File: src/rtl/leitor_registradores_pkg.sv
// Shared register-bank geometry and dump-engine state encoding.
package leitor_registradores_pkg;

  localparam int unsigned REG_ADDR_W = 5;
  localparam int unsigned REG_DATA_W = 32;
  localparam int unsigned NUM_REGS   = 32;

  typedef enum logic [1:0] {
    IDLE = 2'd0,
    READ = 2'd1,
    SEND = 2'd2,
    DONE = 2'd3
  } state_t;

endpackage

File: src/rtl/leitor_registradores.sv
// Register-file dump engine: walks the bank read port over all registers and
// streams {index, data} beats out over a valid/ready interface.
module leitor_registradores
  import leitor_registradores_pkg::*;
(
  input  logic                  clk,
  input  logic                  reset,
  input  logic                  start,
  input  logic                  abort,
  output logic [REG_ADDR_W-1:0] ReadRegister,
  input  logic [REG_DATA_W-1:0] ReadData,
  output logic                  out_valid,
  input  logic                  out_ready,
  output logic [REG_ADDR_W-1:0] out_index,
  output logic [REG_DATA_W-1:0] out_data,
  output logic                  busy,
  output logic                  done
);

  localparam int unsigned ADDR_W = REG_ADDR_W;
  localparam int unsigned DATA_W = REG_DATA_W;
  localparam logic [ADDR_W-1:0] LAST_IDX = ADDR_W'(NUM_REGS - 1);

  state_t            state, state_d;
  logic [ADDR_W-1:0] idx, idx_d;
  logic              out_valid_d;
  logic [ADDR_W-1:0] out_index_d;
  logic [DATA_W-1:0] out_data_d;
  logic              busy_d;
  logic              done_d;

  assign ReadRegister = idx;

  // State and output registers.
  always_ff @(posedge clk or posedge reset) begin
    if (reset) begin
      state     <= IDLE;
      idx       <= '0;
      out_valid <= 1'b0;
      out_index <= '0;
      out_data  <= '0;
      busy      <= 1'b0;
      done      <= 1'b0;
    end else begin
      state     <= state_d;
      idx       <= idx_d;
      out_valid <= out_valid_d;
      out_index <= out_index_d;
      out_data  <= out_data_d;
      busy      <= busy_d;
      done      <= done_d;
    end
  end

  // Next-state and next-output logic.
  always_comb begin
    state_d     = state;
    idx_d       = idx;
    out_valid_d = out_valid;
    out_index_d = out_index;
    out_data_d  = out_data;

    unique case (state)
      IDLE: begin
        if (start) begin
          idx_d   = '0;
          state_d = READ;
        end
      end
      READ: begin
        out_data_d  = ReadData;
        out_index_d = idx;
        out_valid_d = 1'b1;
        state_d     = SEND;
      end
      SEND: begin
        if (out_valid && out_ready) begin
          out_valid_d = 1'b0;
          if (idx == LAST_IDX) begin
            state_d = DONE;
          end else begin
            idx_d   = idx + ADDR_W'(1);
            state_d = READ;
          end
        end
      end
      DONE: begin
        idx_d   = '0;
        state_d = IDLE;
      end
      default: state_d = IDLE;
    endcase

    // Abort overrides any handshake in the same cycle; the beat is dropped.
    if (abort && (state != IDLE)) begin
      state_d     = IDLE;
      out_valid_d = 1'b0;
      idx_d       = '0;
    end

    busy_d = (state_d != IDLE);
    done_d = (state_d == DONE);
  end

endmodule

File: config.mk
export PLATFORM = sky130hd
export DESIGN_NAME = leitor_registradores
export DESIGN_NICKNAME = d
export VERILOG_FILES = /design/src/rtl/leitor_registradores_pkg.sv /design/src/rtl/leitor_registradores.sv
export SDC_FILE = /design/constraint.sdc
export NUM_CORES = 1
export LEC_CHECK = 0
export ABC_AREA = 1
export CORE_AREA = 2 2 75 77
export CTS_CLUSTER_DIAMETER = 150
export CTS_CLUSTER_SIZE = 12
export DETAILED_ROUTE_END_ITERATION = 8
export DIE_AREA = 0 0 77 79
export HOLD_SLACK_MARGIN = 0.06
export PLACE_DENSITY_LB_ADDON = 0.25
export SETUP_SLACK_MARGIN = 0.2
export SLEW_MARGIN = 10
export SYNTH_ARGS = -nofsm -noshare
export SYNTH_HDL_FRONTEND = slang
export SYNTH_SLANG_ARGS = --single-unit
File: constraint.sdc
create_clock -name clk -period 1.36 [get_ports clk]
set_input_delay 0.272 -clock clk [delete_from_list [all_inputs] [get_ports clk]]
set_output_delay 0.272 -clock clk [all_outputs]
set_load 0.03 [all_outputs]
==> flow_summary.json <==
{
  "outcome": "finished, violations left",
  "violations": "negative setup slack",
  "numCtsBuffers": 5,
  "worstMarginPinSlew_ns": 0.2557,
  "crit_slowest_cell": "dfrtp_2",
  "wl_mm": 4.901,
  "synthTopCellsByArea": "dfrtp_1 (61%), mux2_2 (17%), nand2_1 (6.0%)",
  "synth-compound-area-share_pct": 0.5188,
  "cp_data_required_time_ns": 1.54,
  "area_delta_synth_final_pct": 82.23,
  "finalHoldViolCount": 0,
  "power.share.clock_pct": 17.1,
  "cap_violations": 0,
  "ant_nets": 0,
  "power_density_mw_per_mm2": 1962,
  "htreeDepth": 2,
  "placed_area_mm2": 0.002932,
  "p_comb_share_pct": 51.4,
  "synth.cell_area_mm2": 0.001929,
  "viasPerCell": 4.397,
  "synth_cell_types": 14,
  "period_share_pct": 106.1,
  "critPathMaxFanout": 5,
  "post-route-util_pct": 65.87,
  "finalSetupTns_ns": -0.3943,
  "dp_hpwl_mm": 2.971,
  "yosys.area.top_type": "dfrtp_1",
  "grt_max_degree": 48,
  "cts_tree": "built",
  "multi_input_area_um2": 847.1,
  "hp-class": "in2async",
  "die_h_um": 79,
  "r2r-start": "ReadRegister[1]",
  "start_util_pct": 36.15,
  "die_width_um": 77,
  "drc": 0,
  "p_int_mw": 4.486,
  "clkSlewWorstSetupHoldPaths_ns": 0.09,
  "final_area_mm2": 0.003516,
  "critPathLaunch": "ReadRegister[1]",
  "cts_num_sinks": 47,
  "crit_family": "simple AND/OR/NAND/NOR gates",
  "path_buf_inv": 1,
  "max_stage_delay_ns": 0.43,
  "first_iter_violations": 49,
  "cts_max_path_buffers": 2,
  "seq_power_share_pct": 31.5,
  "num_vias": 1539,
  "ff_latch_area_mm2": 0.001180,
  "synth_nets": 194,
  "setup_viol": 6,
  "ys_seq_area_share_pct": 60.96,
  "synthSimpleGateAreaFrac_pct": 10.25,
  "sw_frac_of_total_pct": 34.97,
  "clockRootBuffer": "clkbuf_8",
  "synth_top_family_by_area": "multiplexers",
  "fin_worst_skew_ns": 0.008893,
  "fill_cells": 439,
  "antenna_found_initial": 0,
  "synthAdderAreaFrac_pct": 1.297,
  "syn_area_per_cell_um2": 12.45,
  "totalPowerFinal_mw": 6.899,
  "finalCriticalPeriod_ns": 1.443,
  "portBuffers": 81,
  "crit_path_start_kind": "flip-flop",
  "synth_warnings": 0,
  "place_inst": 313,
  "muxShareOfSynthArea_pct": 22.37,
  "synth_seq_cells": 47,
  "critPathKind": "reg2reg",
  "hold_buffers": 0,
  "wl_per_cell_um": 14.00,
  "ios": 82,
  "p_switching_mw": 2.413,
  "finalNetCount": 316,
  "grt_pass1_wl_mm": 7.624,
  "drv_slew": 0,
  "grt_use_total_pct": 15.97,
  "rsz0062_at_grt": "yes",
  "end_kind": "flip-flop",
  "leakagePower_nw": 1.809,
  "antenna_cells": 0,
  "crit_chain": "ha_4, nand2_2, nor2_1, ha_2, nor2_4, inv_2, nand2_4, nand2_4, nand2_2, nand2_1",
  "fin_cells": 350,
  "synthCells": 155,
  "first_global_vias": 1523,
  "relSlewSlack_pct": 82.96,
  "finalWeightedCongestion": 0.8063,
  "core_mm2": 0.005338,
  "clk_latency_ns": 0.29,
  "worst_slack_ns": -0.08348,
  "num_rows": 27,
  "dieArea_mm2": 0.006083,
  "vdd_drop_max_uv": 806.4,
  "clock.fmax_ghz": 0.6928,
  "synth_top_area_share_pct": 60.96,
  "drive_gt1_share_pct": 51.80,
  "firstDrtPassIters": 4,
  "gr-total-overflow": 0,
  "crit_arrival_ns": 1.62,
  "synth-xor-area-share_pct": 0
}
-- synthesized netlist by cell type (all sizes together) --
| cell | n |
|---|---|
| nor2 | 10 |
| mux2 | 36 |
| ha | 2 |
| nand4 | 2 |
| dfrtp | 47 |
| buf | 4 |
| nand2 | 32 |
| inv | 15 |
| o21ai | 2 |
| nand3 | 4 |
| nor3 | 1 |
-- through the flow --
stage,worst slack [ns],hold WS [ns]
final,-0.08348,0.3781
after global routing,-0.1690,0.3868
after CTS,-0.05398,0.3720
after detailed placement,-0.04875,0.4920
after global placement,-0.04354,0.4662
after floorplan,-0.07683,0.2952
-- cells by family after synthesis --
| kind of cell | Yosys count |
|---|---|
| and+or+nand+nor | 49 |
| muxes | 36 |
| adders and majority gates | 2 |
| buffers and inverters | 19 |
| AOI/OAI and AO/OA | 2 |
| DFF | 47 |
-- state kept, by name (all words and copies together), names as in the netlist --
register,cells
out_data,32
ReadRegister,5
out_index,5
state,2
busy,1
done,1
out_valid,1
-- final timing paths --
path	endpoint	slack, ns	cells past startpoint
max	ReadRegister[2]	-0.08	10
min	out_data[1]	0.38	3
max reg2reg	ReadRegister[2]	-0.08	10
min reg2reg	out_data[12]	0.51	1
max in group asynchronous	ReadRegister[1]	0.74	3
min in group clk	out_data[12]	0.51	1
-- final cells by class --
cell class	count	share of cell area, %
Tap cell	72	2.562
Clock inverter	2	1.708
Inverter	15	1.708
Sequential cell	47	33.56
Timing Repair Buffer	119	34.31
Multi-Input combinational cell	89	24.09
Clock buffer	6	2.064
-- worst reg2reg max path: cells and delay by family (launching register included) --
kind	cells	cell delay, ns
and+or+nand+nor	7	0.49
buffers and inverters	1	0.06
adders and majority gates	2	0.35
DFF	1	0.43
-- placed cells by master (no fill, tap or decap), types with 2 or more instances in the layout --
master           netlist  routed
nor2_4                 0       2
bufinv_16              0       2
mux2_4                 7      36
inv_1                 15      12
buf_4                  0      40
buf_6                  2      24
clkbuf_8               0       5
nand2_2                1       3
clkdlybuf4s50_1        0      36
buf_2                  2       8
nand2_1               31      26
dfrtp_2                0       3
nor2_1                10       7
nand4_1                2       2
buf_16                 0       3
buf_12                 0       6
nand2_4                0       2
nand3_1                4       3
dfrtp_1               47      44
inv_2                  0       2
-- power groups by stage --
stage	combinational [mW]	sequential, mW	clock (mW)
after floorplan	0.725	3.04	0
after global placement	2.83	2.10	0
after detailed placement	2.86	2.13	0
after CTS	2.87	2.10	1.23
after global routing	3.73	2.23	1.29
final	3.55	2.17	1.18
-- per-layer routing --
layer | part of all wire, % | vias up | track usage [%]
met2 | 49 | 44 | 25.09
li1 | - | 747 | -
met5 | 0 | - | 0
met3 | 5.6 | 4 | 4.545
met1 | 45 | 744 | 21.87
met4 | 0.69 | 0 | 4.286
-- timing repair --
item | in CTS | in global routing
buffers inserted | 6 | 19
hold endpoints to repair | 0 | 0
pin swaps | 7 | 9
gates cloned | 3 | 1
gates resized for setup | 226 | 90
setup endpoints to repair | 87 | 82
(Power assumes the default switching activity.)
